--- src/rtl/aes_byte_sequencer.sv ---
// Byte-serial bridge between the 128-bit register controller and the 8-bit AES core:
// streams key/plaintext into the core, then reassembles the 16 result bytes.
module aes_byte_sequencer #(
  parameter int TIMEOUT_CYCLES = 1024,
  parameter int NBYTES         = 16
) (
  input  logic         clk,
  input  logic         rst_n,
  input  logic         aes_start,
  input  logic [127:0] key_block,
  input  logic [127:0] pt_block,
  output logic [127:0] ct_block,
  output logic         aes_busy,
  output logic         aes_done,
  output logic         aes_err,
  output logic         core_ld,
  output logic [7:0]   core_key_byte,
  output logic [7:0]   core_pt_byte,
  input  logic         core_done,
  input  logic         core_dvld,
  input  logic [7:0]   core_dout
);

  localparam int             TW      = (TIMEOUT_CYCLES > 0) ? $clog2(TIMEOUT_CYCLES + 1) : 1;
  localparam logic [3:0]     LAST    = 4'(NBYTES - 1);
  localparam logic [TW-1:0]  TO_LAST = (TIMEOUT_CYCLES > 0) ? TW'(TIMEOUT_CYCLES - 1) : '0;

  typedef enum logic [2:0] {
    IDLE    = 3'd0,
    LOAD    = 3'd1,
    WAIT    = 3'd2,
    COLLECT = 3'd3,
    DONE    = 3'd4
  } state_e;

  state_e          state_q;
  logic [3:0]      cnt_q;
  logic [TW-1:0]   to_cnt_q;
  // Byte 0 leaves straight from the input bus; only bytes 1..15 need holding.
  logic [119:0]    key_sh_q;
  logic [119:0]    pt_sh_q;
  logic [119:0]    asm_q;
  logic [127:0]    ct_q;
  logic            busy_q;
  logic            done_q;
  logic            err_q;
  logic            ld_q;
  logic [7:0]      kb_q;
  logic [7:0]      pb_q;

  always_ff @(posedge clk or negedge rst_n) begin
    if (!rst_n) begin
      state_q  <= IDLE;
      cnt_q    <= '0;
      to_cnt_q <= '0;
      key_sh_q <= '0;
      pt_sh_q  <= '0;
      asm_q    <= '0;
      ct_q     <= '0;
      busy_q   <= 1'b0;
      done_q   <= 1'b0;
      err_q    <= 1'b0;
      ld_q     <= 1'b0;
      kb_q     <= '0;
      pb_q     <= '0;
    end else begin
      done_q <= 1'b0;
      err_q  <= 1'b0;
      case (state_q)
        IDLE, DONE: begin
          if (aes_start) begin
            state_q  <= LOAD;
            busy_q   <= 1'b1;
            ld_q     <= 1'b1;
            cnt_q    <= '0;
            kb_q     <= key_block[127:120];
            pb_q     <= pt_block[127:120];
            key_sh_q <= key_block[119:0];
            pt_sh_q  <= pt_block[119:0];
          end else begin
            state_q <= IDLE;
          end
        end
        LOAD: begin
          if (cnt_q == LAST) begin
            state_q  <= WAIT;
            ld_q     <= 1'b0;
            to_cnt_q <= '0;
          end else begin
            cnt_q    <= cnt_q + 4'd1;
            kb_q     <= key_sh_q[119:112];
            pb_q     <= pt_sh_q[119:112];
            key_sh_q <= {key_sh_q[111:0], 8'h00};
            pt_sh_q  <= {pt_sh_q[111:0], 8'h00};
          end
        end
        WAIT: begin
          if (core_done) begin
            state_q <= COLLECT;
            cnt_q   <= '0;
          end else if ((TIMEOUT_CYCLES > 0) && (to_cnt_q == TO_LAST)) begin
            state_q <= IDLE;
            busy_q  <= 1'b0;
            err_q   <= 1'b1;
          end else begin
            to_cnt_q <= to_cnt_q + TW'(1);
          end
        end
        COLLECT: begin
          if (core_dvld) begin
            asm_q <= {asm_q[111:0], core_dout};
            if (cnt_q == LAST) begin
              ct_q    <= {asm_q, core_dout};
              state_q <= DONE;
              busy_q  <= 1'b0;
              done_q  <= 1'b1;
            end else begin
              cnt_q <= cnt_q + 4'd1;
            end
          end
        end
        default: state_q <= IDLE;
      endcase
    end
  end

  assign ct_block      = ct_q;
  assign aes_busy      = busy_q;
  assign aes_done      = done_q;
  assign aes_err       = err_q;
  assign core_ld       = ld_q;
  assign core_key_byte = kb_q;
  assign core_pt_byte  = pb_q;

endmodule

--- config.mk ---
export PLATFORM = sky130hd
export DESIGN_NAME = aes_byte_sequencer
export DESIGN_NICKNAME = d
export VERILOG_FILES = /design/src/rtl/aes_byte_sequencer.sv
export SDC_FILE = /design/constraint.sdc
export NUM_CORES = 1
export LEC_CHECK = 0
export ABC_AREA = 1
export CORE_ASPECT_RATIO = 1.2
export CORE_UTILIZATION = 48
export DETAILED_ROUTE_END_ITERATION = 6
export GPL_TIMING_DRIVEN = 0
export PLACE_DENSITY = 0.88
export SLEW_MARGIN = 20
export SYNTH_ARGS = -nofsm -noshare
export SYNTH_HDL_FRONTEND = slang
export SYNTH_SLANG_ARGS = --single-unit
--- constraint.sdc ---
create_clock -name clk -period 2 [get_ports clk]
set_clock_uncertainty 0.2 [all_clocks]
set_input_delay 0.4 -clock clk [delete_from_list [all_inputs] [get_ports clk]]
set_output_delay 0.4 -clock clk [all_outputs]
set_load 0.01 [all_outputs]
## Word-level counts from Yosys, hierarchy flattened

Index checks and enable logic that the tools add are counted.

- Register bits after elaboration: 526
- Bits in latches: 0
- RAM bits: 0
- ROM bits: 0
- Output and inout port bits: 148
- Word-level logic and storage cells: 86
- Memories kept: 0

- $add $sub $neg: 2
- Multiply operators: 0
- Divide/modulo/power cells: 0
- Order comparisons: 0
- Equal/unequal tests: 16
- Shifts and indexed selects: 0
- Mux-type cells: 41
- Bitwise operators: 0
- Reductions and logical operators: 14

Operator list:

| operator | count |
|---|---|
| $mux 120 | 4 |
| $pmux 120 s2 | 2 |
| $mux 11 | 3 |
| $mux 8 | 4 |
| $pmux 8 s2 | 2 |
| $pmux 11 s2 | 1 |
| $ne 2x2->1 const B | 9 |
| $mux 4 | 4 |
| $pmux 4 s4 | 1 |
| $mux 3 | 5 |
| $mux 1 | 12 |
| $pmux 3 s4 | 1 |
| $reduce_and 4->1 | 3 |
| $add 11x1->11 const B | 1 |
| $eq 11x10->1 const B | 1 |
| $reduce_and 3->1 | 3 |
| $eq 3x2->1 const B | 2 |
| $reduce_and 6->1 | 1 |
| $add 4x1->4 const B | 1 |
| $eq 4x4->1 const B | 1 |
| $reduce_bool 2->1 | 2 |
| $reduce_bool 4->1 | 1 |
| $eq 3x1->1 const B | 1 |
| $eq 3x3->1 const B | 1 |
| 7 further kinds | 7 |

## Logic depth before layout (Yosys ltp)

Gate-level depths: netlist of run 1.

- Word-level depth: 4
- Gate-level depth with buffers: 10
- Gate-level depth less buffers: 9

## Least setup slack after synthesis of run 1

Ideal clock, no wire load.

- Kind: reg-to-reg
- From: reg cnt_q[0]
- To: reg ct_q[47], in the netlist ct_block[47]
- Setup time: 0.134 ns
- Arrival: 1.514 ns
- Required time: 1.666 ns
- Setup slack: 0.152 ns
- Stages on the path, launching flop included: 8
- Path buffers: 2
- Path through: dfrtp_1 -> ha_1 -> nand3_1 -> nor2_1 -> nand2_1 -> buf_2 -> clkbuf_1 -> o21ai_0

- Word-level cells in the longest chain between the ends: 2

RTL lines:

| element | line | RTL |
|---|---|---|
| from (decl) | 37 | `logic [3:0] cnt_q;` |
| from (signal assigned) | 90 | `cnt_q <= cnt_q + 4'd1;` |
| from (signal assigned) | 118 | `cnt_q <= cnt_q + 4'd1;` |
| $eq 4x4->1 | 112 | `if (cnt_q == LAST) begin` |
| $reduce_and 3->1 (no source line) | -- |  |
| to (signal assigned) | 113 | `ct_q <= {asm_q, core_dout};` |
| to (decl) | 43 | `logic [127:0] ct_q;` |

No other way between the ends.
A chain may end at the register's enable or synchronous reset.

## Final worst setup path of run 1

- From: reg state_q[2]
- To: reg key_sh_q[108]

- Word-level cells in the longest chain between the ends: 4

RTL lines:

| element | line | RTL |
|---|---|---|
| from (decl) | 36 | `state_e state_q;` |
| from (signal assigned) | 53 | `state_q <= IDLE;` |
| from (signal assigned) | 72 | `state_q <= LOAD;` |
| from (signal assigned) | 81 | `state_q <= IDLE;` |
| $eq 3x3->1 / $logic_not 3->1 (equally long branches) | 69 | `case (state_q)` |
| $reduce_or 2->1 | 69 |  |
| $ne 2x2->1 (no source line) / $reduce_bool 2->1 (equally long branches) | -- |  |
| $reduce_and 3->1 (no source line) | -- |  |
| to (signal assigned) | 78 | `key_sh_q <= key_block[119:0];` |
| to (signal assigned) | 93 | `key_sh_q <= {key_sh_q[111:0], 8'h00};` |
| to (decl) | 40 | `logic [119:0] key_sh_q;` |

Parallel ways exist; a longest one is shown, timed or not.

==> impl_results.md, run 1 <==
- Status: complete, but fails checks
- Failing checks: hold timing
- GR Util All Layers: 0.275
- Period Utilization, post-route: 0.958
- Max incr delay on CP: 0.39 ns
- CTS tree: built
- Pin count of the biggest net entering global routing: 104
- Worst-Margin Slew: 0.529 ns
- Met3 usage: 0.0572
- Routed vias: 20,099
- Final HPWL DP: 46,800 um
- Relative slew margins: 0.647
- Fmax: 522 MHz
- CP cell instances: inv_1 -> nand2_4 -> nor2_4 -> inv_4 -> clkbuf_4 -> clkbuf_2 -> o21ai_0 -> nand2_1 -> o21ai_0
- Cells after synthesis: 2,711
- Vias in the first global route: 19,539
- Filler cells: 3,677
- Max VDD drop: 1.01 mV
- Final WL: 66,200 um
- Pleak: 14.5 nW
- Utilization after layout: 0.646
- Final Critical Period: 1.92 ns
- Slowest-stage cell, CP: dfrtp_1
- Worst setup EP type: register
- Die span in x: 200 um
- First-iteration detailed-routing DRC count: 1,513
- PwrDens: 1380 nW/um^2
- Initial Util: 0.489
- Worst EP required: 2.30 ns
- Setup violators final: 0
- #FFs+latches synth: 526
- Antenna violations before repair: 13
- Num CTS Buffers: 51
- Crit Path Max Fanout: 10
- Cell variety after synth: 25
- Port Buffers: 416
- Via/cell ratio: 5.22
- Global-route wire length before repair: 102,000 um
- Full die area: 47,800 um^2
- Number of placement rows: 86
- Hold Slack: -0.436 ns
- Syn Std Cell Area: 22,500 um^2
- CTS sink cnt: 526
- Drt first pass iters: 6
- Clk_lat worst skew: 0.59 ns
- Maxcap violations: 0
- Final Hold Fails: 90
- CP startpoint kind: register
- Core Area: 46,100 um^2
- I/O pin cnt: 417
- Setup TNS: 0 ns
- Die Y-Extent: 239 um
- DRC viols: 0
- Xor-xnor portion of the synthesized cell area: 0.00117
- Post-route design area: 29,800 um^2
- H-tree levels: 2
- Mux share of post-synthesis cell area: 0
- Hold crit path type: in2async
- Area delta synth->final: 32.2%
- Antenna viol nets, final: 0
- Fin. max-slew vios: 0
- Clk slew on worst S/H paths: 0.06 ns
- Post-synthesis sequential area ratio: 0.585
- Routability cong.: 0.974
- Synthesis Warnings: 0
- Met1 Usage GRT: 0.357
- Synthesized area per cell: 8.30 um^2
- Aggregate global routing overflow: 0
- Placed Area: 27,600 um^2
- Post-DR wirelength/cell: 17.2 um
- Layout cell share with drive strength beyond 1: 0.0873
- M2 GR Usage: 0.440
- Critical path's most frequent cell: o21ai_0
- CP bufs+invs: 4
- Fraction of the mapped netlist area in simple logic gates: 0.147
- Clock Tree Root: clkbuf_16
- CP Class: reg2reg
- Data arrival, critical path: 2.22 ns
- Synth Net Count: 2,982
- NumNets Final: 3,463
- Main combinational cell family by area after synthesis: compound AO/OA/AOI/OAI gates
- GR peak layer: met2
- Clock buffer depth: 3
- Compound-Gate Fraction of Synth Area: 0.167
- Synthesized-area fraction occupied by adder cells: 0.00111
- RSZ-0062 raised after global routing: true
- Crit path max-delay family: buffers and inverters
[through the flow]
stage / power (mW) / cells / worst slack, ns
global route: 43.9 / 3851 / -0.0280
CTS: 40.2 / 3843 / 0.00146
detailed placement: 29.5 / 3748 / -0.815
finish: 41.1 / 3854 / 0.0831
floorplan: 24.2 / 2711 / 0.152
global placement: 29.0 / 3743 / -22.41
[repair_timing]
action / CTS / global route
setup buffers: 5 / 3
gates resized for setup: 267 / 202
setup endpoints to repair: 657 / 486
hold endpoints to repair: 64 / 64
pin swaps: 3 / 2
[worst register-to-register path: stages (launching register included)]
cell and delay (ns):
dfrtp_1 0.39, inv_1 0.11, nand2_4 0.10, nor2_4 0.13, inv_4 0.08, clkbuf_4 0.22
clkbuf_2 0.22, o21ai_0 0.22, nand2_1 0.08, o21ai_0 0.08
[cell usage in the layout (no fill, tap or decap), types with 4 or more instances in the layout]
master | Yosys | layout
nand2_1 | 828 | 822
o21ai_0 | 706 | 640
dfrtp_1 | 526 | 525
inv_1 | 392 | 392
clkdlybuf4s50_1 | 0 | 267
dlygate4sd2_1 | 0 | 148
o21ai_1 | 39 | 101
clkbuf_16 | 0 | 54
buf_2 | 80 | 43
clkbuf_2 | 0 | 41
buf_4 | 4 | 33
buf_6 | 0 | 31
clkbuf_8 | 0 | 15
clkbuf_1 | 74 | 14
nand3_1 | 16 | 14
nor2_1 | 19 | 13
clkinv_2 | 0 | 12
diode_2 | 0 | 8
clkbuf_4 | 0 | 6
nor2_2 | 2 | 5
buf_16 | 0 | 5
o21ai_2 | 0 | 4
bufinv_16 | 0 | 4
[synthesized netlist by cell type]
cell type | count | area share
a21oi_1 | 2 | 0.00044
a21oi_4 | 1 | 0.00072
buf_1 | 4 | 0.00067
buf_2 | 80 | 0.018
buf_4 | 4 | 0.0013
clkbuf_1 | 74 | 0.012
clkinv_1 | 2 | 0.00033
dfrtp_1 | 526 | 0.58
ha_1 | 2 | 0.0011
inv_1 | 392 | 0.065
inv_2 | 2 | 0.00033
nand2_1 | 828 | 0.14
nand3_1 | 16 | 0.0036
nand4_1 | 1 | 0.00028
nor2_1 | 19 | 0.0032
nor2_2 | 2 | 0.00056
nor3_1 | 1 | 0.00022
nor3b_1 | 2 | 0.00067
o211ai_1 | 1 | 0.00033
o21ai_0 | 706 | 0.16
o21ai_1 | 39 | 0.0087
o21bai_1 | 1 | 0.00033
or2_2 | 3 | 0.00083
xnor2_1 | 2 | 0.00078
xor2_1 | 1 | 0.00039
[flip-flops by register name, summed over array words and instances (netlist names)]
name	flops
core_key_byte	8
aes_done	1
cnt_q	4
ct_block	128
asm_q	120
to_cnt_q	11
aes_err	1
core_ld	1
aes_busy	1
core_pt_byte	8
key_sh_q	120
pt_sh_q	120
state_q	3
[report_power, final]
group | leakage, nW | switching, mW | internal (mW)
combinational | 6.65 | 10.4 | 5.81
clock | 0.870 | 4.15 | 5.89
sequential | 6.97 | 1.15 | 13.8
total | 14.5 | 15.7 | 25.5
[layer usage]
metal	vias up	wire length, um
met5	-	96
met4	14	3320
met3	216	4860
met2	853	31400
met1	9568	26500
li1	9448	-
[kinds of logic after synthesis]
group	Yosys count
buffers and inverters	558
AOI/OAI and AO/OA	750
xor gates and xnor gates	3
and+or+nand+nor	872
adders and majority gates	2
DFF	526
[worst paths after layout]
check | from | to | slack [ns] | depth (start not counted)
max | state_q[2]$_DFFE_PN0P_ | key_sh_q[108]$_DFFE_PN0P_ | 0.08 | 9
max in group asynchronous | rst_n | asm_q[67]$_DFFE_PN0P_ | 0.30 | 4
min in group clk | key_block[0] | key_sh_q[0]$_DFFE_PN0P_ | 0.16 | 3
max reg2reg | state_q[2]$_DFFE_PN0P_ | key_sh_q[108]$_DFFE_PN0P_ | 0.08 | 9
min | rst_n | pt_sh_q[33]$_DFFE_PN0P_ | -0.44 | 1
min reg2reg | ct_block[122]$_DFFE_PN0P_ | ct_block[122]$_DFFE_PN0P_ | 0.27 | 2
[layout make-up]
type	count	area (um^2)	share of cell area
plain buffers	161	1120	0.0375
repair buffers	429	4190	0.141
clock inverters	19	210	0.00706
clock buffers	72	1550	0.0520
diodes	8	20.0	0.000673
inverters	396	1490	0.0501
flip-flops and latches	526	13200	0.442
well taps	616	771	0.0259
multi-input cells	1627	7250	0.244
Power figures use the tool's default switching activity.
==> run 2: changes to the inputs <==
--- a/config.mk
+++ b/config.mk
@@ -10,6 +10,7 @@
 export CORE_UTILIZATION = 48
 export DETAILED_ROUTE_END_ITERATION = 6
 export GPL_TIMING_DRIVEN = 0
+export MAX_ROUTING_LAYER = met4
 export PLACE_DENSITY = 0.88
 export SLEW_MARGIN = 20
 export SYNTH_ARGS = -nofsm -noshare
==> constraint.sdc (replaced) <==
create_clock -name clk -period 1.7 [get_ports clk]
set_clock_uncertainty 0.2 [all_clocks]
set_input_delay 0.34 -clock clk [delete_from_list [all_inputs] [get_ports clk]]
set_output_delay 0.34 -clock clk [all_outputs]
set_load 0.01 [all_outputs]
==> impl_results.md, run 2 (synthesis results as in run 1) <==
- R2R Path Start: cnt_q[0]$_DFFE_PN0P_
- RSZ-0062 raised after global routing: true
- Antenna violations before repair: 18 (+5)
- Global-route wire length before repair: 106,000 um (+3.5%)
- Final Critical Period: 1.97 ns (+0.0577 ns)
- Setup violators final: 637 (+637)
- Relative slew margins: 0.641 (-0.00613)
- Hold crit path type: in2async
- H-tree levels: 2 (unchanged)
- Routability cong.: 0.946 (-2.9%)
- Post-DR wirelength/cell: 17.5 um (+2.0%)
- Port Buffers: 416 (unchanged)
- Die span in x: 200 um (unchanged)
- Worst r2r path cells: 9 (unchanged)
- Utilization after layout: 0.663 (+0.0169)
- Clk slew on worst S/H paths: 0.06 ns (about the same)
- Area delta synth->final: 35.7%
- Slowest-stage cell, CP: dfrtp_1
- CP startpoint kind: register
- Maxcap violations: 0 (unchanged)
- CP bufs+invs: 3 (-1)
- Commonest cells after routing, fill and taps aside: nand2_1 (777), dfrtp_1 (525), o21ai_0 (459), inv_1 (391)
- Worst EP required: 1.96 ns (-0.34 ns)
- Die Y-Extent: 239 um (unchanged)
- Routed vias: 20,441 (+1.7%)
- Max reg flops: 128 (unchanged)
- Max VDD drop: 1.22 mV (+20%)
- Hold Slack: -0.485 ns (-0.0489 ns)
- Via/cell ratio: 5.26 (+0.81%)
- Max incr delay on CP: 0.40 ns (about the same)
- Crit Path Max Fanout: 8 (-2)
- Status: complete, but fails checks
- CTS sink cnt: 526 (unchanged)
- Failing checks: hold timing, setup timing
- NumNets Final: 3,487 (+0.69%)
- CTS tree: built
- Critical R2R Capture: ct_block[53]$_DFFE_PN0P_
- Pleak: 14.7 nW (+1.6%)
- Clk_lat worst skew: 0.59 ns (about the same)
- CP Class: reg2reg
- Setup TNS: -86.14 ns (-86.14 ns)
- Period Utilization, post-route: 1.16 (+0.203)
- Number of placement rows: 86 (unchanged)
- I/O pin cnt: 417 (unchanged)
- First-iteration detailed-routing DRC count: 1,619 (+7.0%)
- Fin. max-slew vios: 0 (unchanged)
- Vias in the first global route: 20,125 (+3.0%)
- Clock Tree Root: clkbuf_16
- Antenna viol nets, final: 0 (unchanged)
- Dpl cells: 3,748 (unchanged)
- DRC viols: 0 (unchanged)
- Data arrival, critical path: 2.24 ns (+0.02 ns)
- Worst-Margin Slew: 0.538 ns (+0.00919 ns)
- Crit path max-delay family: simple AND/OR/NAND/NOR gates
- Fmax: 506 MHz (-2.9%)
- Final WL: 68,100 um (+2.9%)
- Final Hold Fails: 133 (+48%)
- Initial Util: 0.489 (unchanged)
- CP cell instances: ha_4 -> nand3_4 -> nor2_4 -> nand2_8 -> clkbuf_16 -> buf_12 -> buf_16 -> nand2_1 -> o21ai_1
- PwrDens: 1610 nW/um^2 (+16%)
- Full die area: 47,800 um^2 (unchanged)
- Worst setup EP type: register
- Fin cells: 3,888 (+0.88%)
- Flop2flop setup slack: -0.27 ns (-0.36 ns)
- Aggregate global routing overflow: 0 (unchanged)
- GR Util All Layers: 0.294 (+0.0191)
- Core Area: 46,100 um^2 (unchanged)
- Worst Slack Setup Final: -0.275 ns (-0.358 ns)
- Num CTS Buffers: 51 (unchanged)
- Drt first pass iters: 6 (unchanged)
- Pin count of the biggest net entering global routing: 102 (-1.9%)
- Commonest non-fill, non-tap cell in the layout: nand2_1
- PnR Total Power: 49.1 mW (+19%)
- Layout cell share with drive strength beyond 1: 0.121 (+0.0341)
- Final HPWL DP: 46,900 um (+0.24%)
- Clock buffer depth: 3 (unchanged)
==> run 2: cell count changes in the layout (fill, tap and decap cells not counted), sizes merged <==
cell           change
buf               +37
dlygate4sd2       -30
clkbuf            +20
diode             +10
clkinv             -5
bufinv             -2
clkdlybuf4s15      +2
clkinvlp           +2
==> run 2: layout make-up <==
cell class	instances	area (um^2)
flip-flops and latches	526	13200
clock buffers	77	1530
plain buffers	162	1390
multi-input cells	1627	7440
repair buffers	452	4560
clock inverters	14	140
fillers	3492	15500
diodes	18	45.0
inverters	396	1510
well taps	616	771
==> run 2: worst register-to-register path, cell delays in order, from the launching register on <==
cell       delay (ns)
dfrtp_1          0.40
ha_4             0.18
nand3_4          0.11
nor2_4           0.16
nand2_8          0.12
clkbuf_16        0.20
buf_12           0.15
buf_16           0.13
nand2_1          0.09
o21ai_1          0.09
==> run 2: per-stage QoR <==
stage | setup WS [ns] | cell area, um^2
4_1_cts | -0.174 | 30400
6_report | -0.275 | 30500
3_5_place_dp | -0.802 | 27600
5_1_grt | -0.368 | 30500
2_1_floorplan | -0.0221 | 22500
3_3_place_gp | -22.67 | 27500
==> run 2: how the worst max path moves through the flow <==
stage | slack, ns | startpoint | cells after the start | endpoint
2_1_floorplan | -0.02 | cnt_q[0]$_DFFE_PN0P_ | 7 | ct_block[100]$_DFFE_PN0P_
3_3_place_gp | -22.67 | rst_n | 1 | ct_block[92]$_DFFE_PN0P_
3_5_place_dp | -0.80 | core_dvld | 7 | ct_block[110]$_DFFE_PN0P_
4_1_cts | -0.17 | cnt_q[1]$_DFFE_PN0P_ | 9 | ct_block[66]$_DFFE_PN0P_
5_1_grt | -0.37 | state_q[2]$_DFFE_PN0P_ | 11 | key_sh_q[99]$_DFFE_PN0P_
6_report | -0.27 | cnt_q[0]$_DFFE_PN0P_ | 9 | ct_block[53]$_DFFE_PN0P_
==> run 2: power breakdown <==
part	internal, mW	leakage, nW	switching (mW)
clock	6.50	0.805	4.83
combinational	7.50	6.94	12.7
sequential	16.2	6.97	1.39
total	30.2	14.7	18.9
==> run 2: routing by layer <==
| layer | wire, um | up-vias | part of all wire | track usage |
|---|---|---|---|---|
| li1 | - | 9538 | - | - |
| met1 | 27200 | 9726 | 0.40 | 0.370 |
| met2 | 31900 | 938 | 0.47 | 0.447 |
| met3 | 4900 | 239 | 0.072 | 0.0538 |
| met4 | 4100 | 0 | 0.060 | 0.169 |
| met5 | 0 | - | 0 | - |
==> run 2: repair_timing <==
| action | in CTS | in global routing |
|---|---|---|
| pin swaps | 6 | 4 |
| setup endpoints to repair | 673 | 670 |
| gates cloned | 12 | 0 |
| buffers inserted | 18 | 1 |
| resized for setup | 729 | 110 |
| endpoints found under the hold margin | 119 | 63 |
==> run 3: changes to the inputs <==
--- a/config.mk
+++ b/config.mk
@@ -9,7 +9,6 @@
 export CORE_ASPECT_RATIO = 1.2
 export CORE_UTILIZATION = 48
 export DETAILED_ROUTE_END_ITERATION = 6
-export GPL_TIMING_DRIVEN = 0
 export MAX_ROUTING_LAYER = met4
 export PLACE_DENSITY = 0.88
 export SLEW_MARGIN = 20
==> impl_results.md, run 3 (synthesis results as in run 1) <==
- Status: complete, but fails checks
- Failing checks: DRC, setup timing
- PwrDens: 1700 nW/um^2 (+5.7%)
- Routed vias: 20,384 (-0.28%)
- Layout cell share with drive strength beyond 1: 0.147 (+0.0261)
- CP Class: reg2reg
- Drt first pass iters: 7 (+1)
- Global-route wire length before repair: 101,000 um (-4.4%)
- Final WL: 68,900 um (+1.1%)
- Maxcap violations: 0 (unchanged)
- Fin. max-slew vios: 0 (unchanged)
- Filler cells: 3,377 (-3.3%)
- Flop2flop setup slack: -0.42 ns (-0.14 ns)
- Relative slew margins: 0.554 (-0.0868)
- First-iteration detailed-routing DRC count: 1,560 (-3.6%)
- Routability cong.: 0.920 (-2.7%)
- Antenna violations before repair: 3 (-15)
- GR Util All Layers: 0.279 (-0.0151)
- Die span in x: 200 um (unchanged)
- Port Buffers: 416 (unchanged)
- Die Y-Extent: 239 um (unchanged)
- Fmax: 473 MHz (-6.7%)
- Clock buffer depth: 3 (unchanged)
- R2R Path Start: state_q[2]$_DFFE_PN0P_
- Worst Slack Setup Final: -0.416 ns (-0.141 ns)
- I/O pin cnt: 417 (unchanged)
- Hold crit path type: in2reg
- Post-route design area: 30,400 um^2 (-0.42%)
- CTS tree: built
- Setup violators final: 529 (-17%)
- Worst setup startpoint: state_q[2]$_DFFE_PN0P_
- H-tree levels: 2 (unchanged)
- Worst setup EP type: register
- Commonest non-fill, non-tap cell in the layout: nand2_1
- Pleak: 14.6 nW (-0.67%)
- Via/cell ratio: 5.28 (+0.44%)
- Aggregate global routing overflow: 0 (unchanged)
- Period Utilization, post-route: 1.24 (+0.0830)
- Vias in the first global route: 19,849 (-1.4%)
- DRC viols: 2 (+2)
- Core Area: 46,100 um^2 (unchanged)
- Final HPWL DP: 44,000 um (-6.3%)
- Clk_lat worst skew: 0.61 ns (+0.02 ns)
- Data arrival, critical path: 2.38 ns (+0.14 ns)
- Placed Area: 28,100 um^2 (+1.9%)
- Worst EP required: 1.97 ns (about the same)
- Crit Path Max Fanout: 17 (+9)
- Register area: 13,200 um^2 (unchanged)
- Num CTS Buffers: 52 (+2.0%)
- Max VDD drop: 1.14 mV (-5.9%)
- Worst-Margin Slew: 0.666 ns (+0.128 ns)
- Critical Path Sink: pt_sh_q[25]$_DFFE_PN0P_
- Max reg flops: 128 (unchanged)
- Antenna viol nets, final: 0 (unchanged)
- Utilization after layout: 0.660 (-0.00280)
- Critical R2R Capture: pt_sh_q[25]$_DFFE_PN0P_
- Multi-input gate area: 7380 um^2 (-0.82%)
- NumNets Final: 3,471 (-0.46%)
- Full die area: 47,800 um^2 (unchanged)
- Number of placement rows: 86 (unchanged)
- Commonest cells after routing, fill and taps aside: nand2_1 (797), o21ai_0 (556), dfrtp_1 (525), inv_1 (391), clkdlybuf4s50_1 (267)
- Initial Util: 0.489 (unchanged)
- Final Critical Period: 2.12 ns (+0.141 ns)
- RSZ-0062 raised after global routing: true
- Clk slew on worst S/H paths: 0.07 ns (about the same)
- Worst r2r path cells: 10 (+1)
- CTS sink cnt: 526 (unchanged)
- Area delta synth->final: 35.1%
- Pin count of the biggest net entering global routing: 103 (+0.98%)
- Clock Tree Root: clkbuf_16
- CP startpoint kind: register
- Final Hold Fails: 0 (-100%)
- Post-DR wirelength/cell: 17.8 um (+1.8%)
## run 3: changes by cell type in the layout (fill, tap and decap cells not counted), sizes merged, moves of 3 or more
| cell | change |
|---|---|
| dlygate4sd2 | -117 |
| clkinv | +5 |
| buf | +160 |
| bufinv | +3 |
| clkbuf | -68 |
| diode | -15 |
## run 3: critical path, cell delays in order (launching register included)
cell       delay (ns)
dfrtp_1          0.39
inv_2            0.08
nand2_4          0.06
nor2_4           0.15
inv_8            0.06
nor2_4           0.12
a21oi_4          0.05
buf_12           0.15
clkbuf_16        0.20
buf_16           0.17
o21ai_1          0.34
## run 3: layer usage
metal	part of all wire	GRT usage	vias to the layer above	wire, um
met2	0.50	0.456	947	34400
met3	0.063	0.0404	255	4320
li1	-	-	9464	-
met4	0.055	0.146	0	3770
met5	0	-	-	0
met1	0.38	0.335	9718	26400
## run 3: where the power goes
part           leakage, nW  internal, mW  switching (mW)
registers             6.97          16.2            1.44
logic                 6.80          8.82            13.3
clock network        0.851          6.85            5.07
## run 3: cell type report
type / instances / share of cell area
clock buffers: 70 / 0.0483
inverters: 396 / 0.0492
diodes: 3 / 0.000247
multi-input cells: 1628 / 0.243
clock inverters: 25 / 0.00942
flip-flops and latches: 526 / 0.433
repair buffers: 596 / 0.192
well taps: 616 / 0.0253
## run 3: worst min path at each step
| stage | from | end | slack, ns | depth (start not counted) |
|---|---|---|---|---|
| floorplan | rst_n | aes_busy$_DFFE_PN0P_ | -0.16 | 0 |
| global placement | rst_n | pt_sh_q[29]$_DFFE_PN0P_ | -0.03 | 1 |
| detailed placement | rst_n | pt_sh_q[29]$_DFFE_PN0P_ | -0.02 | 1 |
| CTS | pt_block[6] | pt_sh_q[6]$_DFFE_PN0P_ | 0.07 | 3 |
| global route | key_block[5] | key_sh_q[5]$_DFFE_PN0P_ | 0.08 | 3 |
| finish | pt_block[0] | pt_sh_q[0]$_DFFE_PN0P_ | 0.08 | 3 |
## run 3: timing repair
item,4_1_cts,5_1_grt
gates cloned,8,12
setup endpoints to repair,663,621
pin swaps,2,2
setup buffers,37,1
endpoints found under the hold margin,526,0
hold buffers,2,0
gates resized for setup,676,180
## run 3: stage by stage
stage	TNS [ns]	hold slack [ns]	cells	total power [mW]	setup WS (ns)
after floorplan	-4.64	-0.156	2711	28.4	-0.0221
after global routing	-113.46	0.0757	3860	54.8	-0.547
final	-63.65	0.0834	3860	51.7	-0.416
after detailed placement	-165.10	-0.0214	3703	35.4	-0.449
after global placement	-151.75	-0.0254	3703	34.5	-0.431
after CTS	-69.37	0.0721	3845	48.9	-0.275
